[config.mk]
export PLATFORM = sky130hd
export DESIGN_NAME = debug_uart_fifo_tx
export DESIGN_NICKNAME = d
export VERILOG_FILES = /design/src/rtl/debug_uart_pkg.sv /design/src/rtl/debug_uart_fifo.sv /design/src/rtl/debug_uart_fifo_tx.sv
export SDC_FILE = /design/constraint.sdc
export NUM_CORES = 1
export LEC_CHECK = 0
export ABC_CLOCK_PERIOD_IN_PS = 3300
export BUFFER_PORTS_ARGS = -buffer_cell sky130_fd_sc_hd__buf_2
export CAP_MARGIN = 15
export CORE_MARGIN = 5
export CORE_UTILIZATION = 40
export CTS_CLUSTER_SIZE = 14
export DETAILED_ROUTE_END_ITERATION = 8
export PLACE_DENSITY = 0.64
export SYNTH_ARGS = -nofsm -noshare
export SYNTH_HDL_FRONTEND = slang
export SYNTH_SLANG_ARGS = --single-unit
[constraint.sdc]
create_clock -name clk -period 3.3 [get_ports clk]
set_clock_uncertainty 0.1 [all_clocks]
set_input_delay 0.66 -clock clk [delete_from_list [all_inputs] [get_ports clk]]
set_output_delay 0.66 -clock clk [all_outputs]
set_load 0.05 [all_outputs]
[src/rtl/debug_uart_pkg.sv]
// Shared types and elaboration-time helpers for the buffered debug UART transmitter.
package debug_uart_pkg;

    typedef enum logic [1:0] {
        IDLE,
        START,
        DATA,
        STOP
    } tx_state_t;

    localparam int DATA_BITS = 8;

    function automatic int calc_clks_per_bit(input int clk_hz, input int bit_rate);
        return clk_hz / bit_rate;
    endfunction

    // Bit period must be a whole number of clocks (at least two); depth a power of two in 2..16.
    function automatic bit params_valid(input int clk_hz, input int bit_rate, input int depth);
        bit ok;
        ok = (bit_rate > 0) && ((clk_hz % bit_rate) == 0) && ((clk_hz / bit_rate) >= 2);
        ok = ok && (depth >= 2) && (depth <= 16) && ((depth & (depth - 1)) == 0);
        return ok;
    endfunction

endpackage

[src/rtl/debug_uart_fifo.sv]
// Single-clock byte FIFO; pointers carry one extra bit so full and empty are distinguishable.
module debug_uart_fifo
    import debug_uart_pkg::*;
#(
    parameter int DEPTH  = 8,
    parameter int DATA_W = DATA_BITS
) (
    input  logic                    clk,
    input  logic                    rst_n,
    input  logic                    push,
    input  logic                    pop,
    input  logic [DATA_W-1:0]       wr_data,
    output logic [DATA_W-1:0]       rd_data,
    output logic                    full,
    output logic                    empty,
    output logic [$clog2(DEPTH):0]  level
);

    localparam int AW = $clog2(DEPTH);
    localparam int LW = AW + 1;

    logic [DATA_W-1:0] mem [DEPTH];
    logic [AW:0]       wr_ptr;
    logic [AW:0]       rd_ptr;
    logic [AW:0]       wr_ptr_d;
    logic [AW:0]       rd_ptr_d;
    logic              push_ok;
    logic              pop_ok;

    // Full is judged on registered occupancy, so a write into a full FIFO is dropped
    // even when a pop happens on the same edge.
    assign full     = (level == LW'(DEPTH));
    assign empty    = (level == '0);
    assign push_ok  = push && !full;
    assign pop_ok   = pop && !empty;
    assign wr_ptr_d = wr_ptr + LW'(push_ok);
    assign rd_ptr_d = rd_ptr + LW'(pop_ok);
    assign rd_data  = mem[rd_ptr[AW-1:0]];

    always_ff @(posedge clk or negedge rst_n) begin
        if (!rst_n) begin
            wr_ptr <= '0;
            rd_ptr <= '0;
            level  <= '0;
        end else begin
            wr_ptr <= wr_ptr_d;
            rd_ptr <= rd_ptr_d;
            level  <= wr_ptr_d - rd_ptr_d;
        end
    end

    always_ff @(posedge clk) begin
        if (push_ok) begin
            mem[wr_ptr[AW-1:0]] <= wr_data;
        end
    end

endmodule

[src/rtl/debug_uart_fifo_tx.sv]
// Buffered 8N1 debug UART transmitter: byte FIFO feeding a START/DATA/STOP serialiser.
// Optional sticky overflow flag with clear input when DEBUG_UART_OVERFLOW_FLAG_EN is defined.
module debug_uart_fifo_tx
    import debug_uart_pkg::*;
#(
    parameter int CLK_HZ     = 64_000_000,
    parameter int BIT_RATE   = 4_000_000,
    parameter int FIFO_DEPTH = 8
) (
    input  logic                         clk,
    input  logic                         rst_n,
    input  logic                         wr_en,
    input  logic [7:0]                   wr_data,
    output logic                         uart_txd,
    output logic                         busy,
    output logic                         full,
    output logic [$clog2(FIFO_DEPTH):0]  level
`ifdef DEBUG_UART_OVERFLOW_FLAG_EN
    ,
    output logic                         overflow,
    input  logic                         ovf_clear
`endif
);

    if (!params_valid(CLK_HZ, BIT_RATE, FIFO_DEPTH)) begin : g_param_check
        $error("debug_uart_fifo_tx: unsupported CLK_HZ/BIT_RATE/FIFO_DEPTH combination");
    end

    localparam int CLKS_PER_BIT = calc_clks_per_bit(CLK_HZ, BIT_RATE);
    localparam int CNT_W        = $clog2(CLKS_PER_BIT);
    localparam logic [CNT_W-1:0] CNT_MAX = CNT_W'(CLKS_PER_BIT - 1);

    tx_state_t              state_q;
    tx_state_t              state_d;
    logic [CNT_W-1:0]       cnt_q;
    logic [CNT_W-1:0]       cnt_d;
    logic [2:0]             bit_idx_q;
    logic [2:0]             bit_idx_d;
    logic [DATA_BITS-1:0]   shift_q;
    logic [DATA_BITS-1:0]   shift_d;
    logic [DATA_BITS-1:0]   fifo_rd_data;
    logic                   fifo_empty;
    logic                   pop;
    logic                   txd_d;

    debug_uart_fifo #(
        .DEPTH  (FIFO_DEPTH),
        .DATA_W (DATA_BITS)
    ) u_fifo (
        .clk     (clk),
        .rst_n   (rst_n),
        .push    (wr_en),
        .pop     (pop),
        .wr_data (wr_data),
        .rd_data (fifo_rd_data),
        .full    (full),
        .empty   (fifo_empty),
        .level   (level)
    );

    assign busy = (level != '0) || (state_q != IDLE);

    always_comb begin
        state_d   = state_q;
        cnt_d     = cnt_q;
        bit_idx_d = bit_idx_q;
        shift_d   = shift_q;
        pop       = 1'b0;
        case (state_q)
            IDLE: begin
                if (!fifo_empty) begin
                    state_d = START;
                    pop     = 1'b1;
                    shift_d = fifo_rd_data;
                    cnt_d   = CNT_MAX;
                end
            end
            START: begin
                if (cnt_q == '0) begin
                    state_d   = DATA;
                    cnt_d     = CNT_MAX;
                    bit_idx_d = '0;
                end else begin
                    cnt_d = cnt_q - CNT_W'(1);
                end
            end
            DATA: begin
                if (cnt_q == '0) begin
                    cnt_d   = CNT_MAX;
                    shift_d = {1'b0, shift_q[DATA_BITS-1:1]};
                    if (bit_idx_q == 3'd7) begin
                        state_d = STOP;
                    end else begin
                        bit_idx_d = bit_idx_q + 3'd1;
                    end
                end else begin
                    cnt_d = cnt_q - CNT_W'(1);
                end
            end
            STOP: begin
                // Chain straight into the next start bit so bursts have no idle gap.
                if (cnt_q == '0) begin
                    if (!fifo_empty) begin
                        state_d = START;
                        pop     = 1'b1;
                        shift_d = fifo_rd_data;
                        cnt_d   = CNT_MAX;
                    end else begin
                        state_d = IDLE;
                    end
                end else begin
                    cnt_d = cnt_q - CNT_W'(1);
                end
            end
            default: state_d = IDLE;
        endcase

        // The line level is registered, so it is derived from the state being entered.
        case (state_d)
            START:   txd_d = 1'b0;
            DATA:    txd_d = shift_d[0];
            default: txd_d = 1'b1;
        endcase
    end

    always_ff @(posedge clk or negedge rst_n) begin
        if (!rst_n) begin
            state_q   <= IDLE;
            cnt_q     <= '0;
            bit_idx_q <= '0;
            uart_txd  <= 1'b1;
        end else begin
            state_q   <= state_d;
            cnt_q     <= cnt_d;
            bit_idx_q <= bit_idx_d;
            uart_txd  <= txd_d;
        end
    end

    always_ff @(posedge clk) begin
        shift_q <= shift_d;
    end

`ifdef DEBUG_UART_OVERFLOW_FLAG_EN
    // A dropped write takes priority over a coincident clear.
    always_ff @(posedge clk or negedge rst_n) begin
        if (!rst_n) begin
            overflow <= 1'b0;
        end else if (wr_en && full) begin
            overflow <= 1'b1;
        end else if (ovf_clear) begin
            overflow <= 1'b0;
        end
    end
`endif

endmodule

**After elaboration in Yosys (flattened, before gate mapping)**

Memories as Yosys holds them, arrays and structs flattened.
Index checks and enable logic that the tools add are counted.

- Logic and storage cells: 66
- Memories kept: 1
- Flip-flop bits (word level): 30
- RAM bits: 64
- Input port bits: 11

Memory list:

| name | depth | bits a word | read ports | clocked after Yosys merged registers in | wr ports | RTL line | source |
|---|---|---|---|---|---|---|---|
| u_fifo.mem | 8 | 8 | 1 | 0 | 1 | debug_uart_fifo.sv:22 | `logic [DATA_W-1:0] mem [DEPTH];` |

- Reduce and logical (&&, ||, !) cells: 15
- Mux-type cells: 25
- Eq/ne operators: 11
- Add/sub/neg operators: 5

Operators with widths:

| operator | number |
|---|---|
| $mux 8 | 3 |
| $pmux 8 s3 | 1 |
| $mux 4 | 3 |
| $pmux 4 s3 | 1 |
| $mux 2 | 5 |
| $mux 3 | 3 |
| $add 4x1->4 | 2 |
| $logic_not 4->1 | 2 |
| $ne 2x2->1 const B | 4 |
| $pmux 2 s4 | 1 |
| $eq 2x2->1 const B | 3 |
| $pmux 3 s2 | 1 |
| $mux 1 | 5 |
| $eq 2x1->1 const B | 2 |
| $eq 4x4->1 const B | 1 |
| $pmux 1 s2 | 2 |
| $reduce_and 4->1 | 1 |
| $reduce_bool 2->1 | 2 |
| $reduce_bool 4->1 | 1 |
| $sub 4x1->4 const B | 1 |
| $sub 4x4->4 | 1 |
| $add 3x1->3 const B | 1 |
| $eq 3x3->1 const B | 1 |
| $reduce_and 3->1 | 1 |
| other kinds (6) | 8 |

**Logic depth before layout (Yosys ltp)**

- Depth after elaboration: 7
- Depth in mapped cells: 12
- Depth with buffers taken out: 12

**Modules after synthesis**

Synthesis repeated with hierarchy kept, for this count alone.

- Cells, all modules: 271
- Area, all modules: 4290.4 sq um

By module, submodules not included:

| module | times used | area each (sq um) | cells an instance |
|---|---|---|---|
| debug_uart_fifo | 1 | 3103.0 | 150 |
| debug_uart_fifo_tx | 1 | 1187.4 | 121 |

**Least setup slack after synthesis**

Ideal clock, no wire load.

- Path type: register -> register
- Start point: register u_fifo.level[2]
- End point: register u_fifo.level[3]
- Cell stages (with the launch flop): 11
- Path buffers: 0
- Data required time: 3120 ps
- Data arrival time: 3250 ps
- Library setup time: 80 ps
- Slack: -130 ps
- Cells stage by stage: dfrtp_1 > or3_1 > nor2_1 > nor2b_1 > ha_1 > ha_1 > ha_1 > a21o_1 > a21oi_1 > xnor2_1 > xnor2_1

- Elaborated cells on any way between the ends: 12
- Those cells by class: 3 x add/sub; 1 x eq/ne; 3 x mux; 5 x reduce/logical

RTL lines:

| item | RTL line | source |
|---|---|---|
| from (decl) | debug_uart_fifo.sv:16 | `output logic [$clog2(DEPTH):0] level` |
| from (signal assigned) | debug_uart_fifo.sv:48 | `level <= wr_ptr_d - rd_ptr_d;` |
| $eq 4x4->1 | debug_uart_fifo.sv:32 | `assign full = (level == LW'(DEPTH));` |
| net full | debug_uart_fifo_tx.sv:16 | `output logic full,` |
| $logic_not 1->1 | debug_uart_fifo.sv:34 | `assign push_ok = push && !full;` |
| $logic_and 1x1->1 | debug_uart_fifo.sv:34 |  |
| $add 4x1->4 | debug_uart_fifo.sv:36 | `assign wr_ptr_d = wr_ptr + LW'(push_ok);` |
| net u_fifo.wr_ptr_d[1] | debug_uart_fifo.sv:25 | `logic [AW:0] wr_ptr_d;` |
| $sub 4x4->4 | debug_uart_fifo.sv:48 |  |

The timed path passes the listed nets, and every way through them passes these cells.
A chain may end at the register's enable or synchronous reset.

**Final worst setup path**

- Start point: register state_q[0]
- End point: register u_fifo.level[3]

- Word-level cells in the longest chain between the ends: 5
- Elaborated cells on any way between the ends: 6
- Those cells by class: 2 x add/sub; 1 x eq/ne; 1 x mux; 2 x reduce/logical

Ends and longest elaborated chain:

| item | RTL line | source |
|---|---|---|
| from (decl) | debug_uart_fifo_tx.sv:33 | `tx_state_t state_q;` |
| from (signal assigned) | debug_uart_fifo_tx.sv:133 | `state_q <= state_d;` |
| $eq 2x2->1 or $logic_not 2->1 (tied branches) | debug_uart_fifo_tx.sv:69 | `case (state_q)` |
| $pmux 1 s2 * | debug_uart_fifo_tx.sv:69 |  |
| $logic_and 1x1->1 * | debug_uart_fifo.sv:35 | `assign pop_ok = pop && !empty;` |
| $add 4x1->4 * | debug_uart_fifo.sv:37 | `assign rd_ptr_d = rd_ptr + LW'(pop_ok);` |
| net u_fifo.rd_ptr_d[2] | debug_uart_fifo.sv:26 | `logic [AW:0] rd_ptr_d;` |
| $sub 4x4->4 * | debug_uart_fifo.sv:48 |  |

Mark *: on every way through the listed nets, which the timed path passes. The rest lies on a longest branch.

==> impl_metrics.json <==
{
  "synth_edf_count": 71,
  "synthAdderAreaFrac_pct": 5.23,
  "grt_setup_unrepaired": "false",
  "cts_max_level": 3,
  "synthXorXnorAreaFrac_pct": 1.45,
  "cts_setup_buffers": 0,
  "async_flop_share_pct": 23.4,
  "coreArea_um2": 10300,
  "diodes": 0,
  "gr-total-overflow": 0,
  "ys_types": 53,
  "path_class": "flop to flop",
  "dpl.hpwl_um": 5170,
  "routed_via_density": 5.17,
  "crit_buf_inv": 1,
  "synth-simple-area-share_pct": 6.77,
  "setup_ws_ns": 0.372,
  "worstMarginPinSlew_ns": 0.780,
  "fmax_ghz": 0.342,
  "synth_cells": 283,
  "die_w_um": 113,
  "placed_area_um2": 4520,
  "synthMuxAreaShare_pct": 9.83,
  "clk-insertion-delay-late_ns": 0.36,
  "finalSetupTns_ns": 0,
  "maxSlewViolCount": 0,
  "dp_slack_ns": 0.416,
  "clk_pin_slew_worst_paths_ns": 0.10,
  "path_common_cell": "ha_1",
  "ios": 18,
  "setup_viol": 0,
  "cts-hold-fix-buffers": 0,
  "cp.arrival_ns": 3.11,
  "path_depth": 11,
  "drtIter0Drc": 106,
  "areaGrowthSynthToFinish_pct": 11.6,
  "syn_avg_cell_area_um2": 14.9,
  "crit_path_max_incr_delay_ns": 0.43,
  "port_buffers": 17,
  "synth_seq_cells": 94,
  "synth_top_family_by_area": "compound AO/OA/AOI/OAI gates",
  "yosysSeqAreaShare_pct": 64.2,
  "drtPass1Iterations": 4,
  "cts_made_buffers": 9,
  "synth_nets": 311,
  "critPathLaunchType": "flop",
  "cts_tree": "yes",
  "netlist.area_leader.share_pct": 50.6,
  "stdcell_area_um2": 4700,
  "routed_wl_um": 7420,
  "slew_headroom_pct": 48.0,
  "grt_max_degree": 23,
  "synth_common_cells": "edfxtp_1, dfrtp_1, nor2_1",
  "num_rows": 37,
  "grt_usage_pct": 12.5,
  "gp_congestion": 0.834,
  "maxCapViolCount": 0,
  "wire_per_inst_um": 16.3,
  "drive_gt1_share_pct": 20.4,
  "grt_pass1_wl_um": 12500,
  "synthFlopType": "edfxtp_1",
  "critPathSlowestCell": "dfrtp_1",
  "cpLargestDelayFamily": "adder cells",
  "hold_violations": 0,
  "cts_resized": 0,
  "route.detailed.drc": 0,
  "worst_setup_path_end_kind": "flop",
  "fin_crit_sh_pct": 88.7,
  "grt_util_met3_pct": 2.26,
  "ys_warn_count": 0,
  "period_minus_slack_ns": 2.93,
  "die_area_um2": 12700,
  "post-synth-top-count-cell": "edfxtp_1",
  "num_vias": 2354,
  "yosys.area.top_type": "edfxtp_1",
  "antenna_found_initial": 0,
  "met2_usage_pct": 20.7,
  "status": "complete, no violations",
  "fill_cells": 880,
  "clockBufferDepth": 2,
  "powerDensity_nw_per_um2": 609,
  "holdCritPathClass": "input port to asynchronous set/reset pin",
  "path_cells": "ha_1 -> nand4bb_1 -> a211oi_1 -> ha_1 -> ha_1 -> xor2_1 -> inv_1 -> ha_1 -> a21oi_1 -> xnor2_1 -> xnor2_1",
  "p_leak_nw": 1.72,
  "met1_usage_pct": 16.5,
  "initial_utilization_pct": 40.8,
  "busiest_layer": "met2",
  "clock-sinks": 94,
  "vdd_drop_max_mv": 0.290,
  "grt_pass1_vias": 2455,
  "die_y_um": 113,
  "r2r_cells": 11,
  "cts-root-buf": "clkbuf_8",
  "synth_compound_area_share_pct": 10.0,
  "yosys-top-cells-area": "edfxtp_1, dfrtp_1, mux4_2",
  "critical_path.max_fanout": 9,
  "syn_area_um2": 4210,
  "fin_nets": 342,
  "cp.required_ns": 3.48,
  "antenna_left": 0
}
registers in the layout, indices dropped and copies added (netlist names):
register       cells
bit_idx_q          3
cnt_q              4
shift_q            8
state_q            2
u_fifo.level       4
u_fifo.mem        64
u_fifo.rd_ptr      4
u_fifo.wr_ptr      4
uart_txd           1
metrics by stage:
step           cells  utilization, %  power (mW)  hold slack (ns)
2_1_floorplan    283               -        1.98            0.264
3_3_place_gp     439            43.8        2.17            0.386
3_5_place_dp     439            43.8        2.19            0.384
4_1_cts          455            45.6        2.91            0.160
5_1_grt          455            45.6        3.03            0.192
6_report         455            45.6        2.87            0.156
worst paths after layout:
check / endpoint / slack [ns] / startpoint
worst max register to register: u_fifo.level[3] / 0.37 / state_q[0]
max in group asynchronous: uart_txd / 2.59 / rst_n
min in group clk: u_fifo.wr_ptr[3] / 0.40 / u_fifo.wr_ptr[3]
worst min-delay path: bit_idx_q[1] / 0.16 / rst_n
worst max-delay path: u_fifo.level[3] / 0.37 / state_q[0]
worst min register to register: u_fifo.wr_ptr[3] / 0.40 / u_fifo.wr_ptr[3]
placed cells by master, fill, tap and decap left out, drive strengths merged, types with 2 or more instances in the layout:
cell	instances
nand2	11
nand2b	4
nand3	4
nor4	2
buf	31
or3	2
inv	19
a21boi	2
nor2	19
xor2	2
o21ai	11
o31ai	4
o21bai	2
a21oi	15
nand3b	2
mux2	3
nor3b	2
a21o	2
dfrtp	21
xnor2	5
mux4	12
nor3	5
edfxtp	71
ha	16
a22o	10
mux2i	11
clkbuf	9
worst reg2reg max path, cell delays in order (launching register included):
cell       delay (ns)
dfrtp_1          0.43
ha_1             0.40
nand4bb_1        0.21
a211oi_1         0.32
ha_1             0.22
ha_1             0.16
xor2_1           0.18
inv_1            0.07
ha_1             0.31
a21oi_1          0.16
xnor2_1          0.15
xnor2_1          0.13
power breakdown:
part / total [mW] / leakage [nW] / internal, mW / switching, mW
Clock: 0.716 / 0.0929 / 0.289 / 0.427
Sequential: 1.53 / 0.904 / 1.45 / 0.0783
Combinational: 0.621 / 0.726 / 0.231 / 0.390
Total: 2.87 / 1.72 / 1.97 / 0.895
cells by family (layout without fill, tap and decap cells):
group | Yosys count | in the layout
buf+inv | 25 | 61
flops | 94 | 94
compound gates | 58 | 58
xor+xnor | 7 | 7
fa+ha+maj | 17 | 17
simple gates | 56 | 56
mux | 26 | 26
cell type report:
class	count	area, um^2	share of cell area, %
multi-input cells	164	1410	29.9
clock inverters	7	58.8	1.25
well taps	136	170	3.62
flip-flops and latches	94	2700	57.5
repair buffers	31	190	4.04
clock buffers	9	124	2.63
inverters	14	52.6	1.12
per-layer routing:
metal  up-vias  routed length [um]
met3         8                 160
met5         -                   0
met4         0                  99
li1       1156                   -
met2        27                3700
met1      1163                3460
No activity file was read; power rests on OpenSTA's default activity.
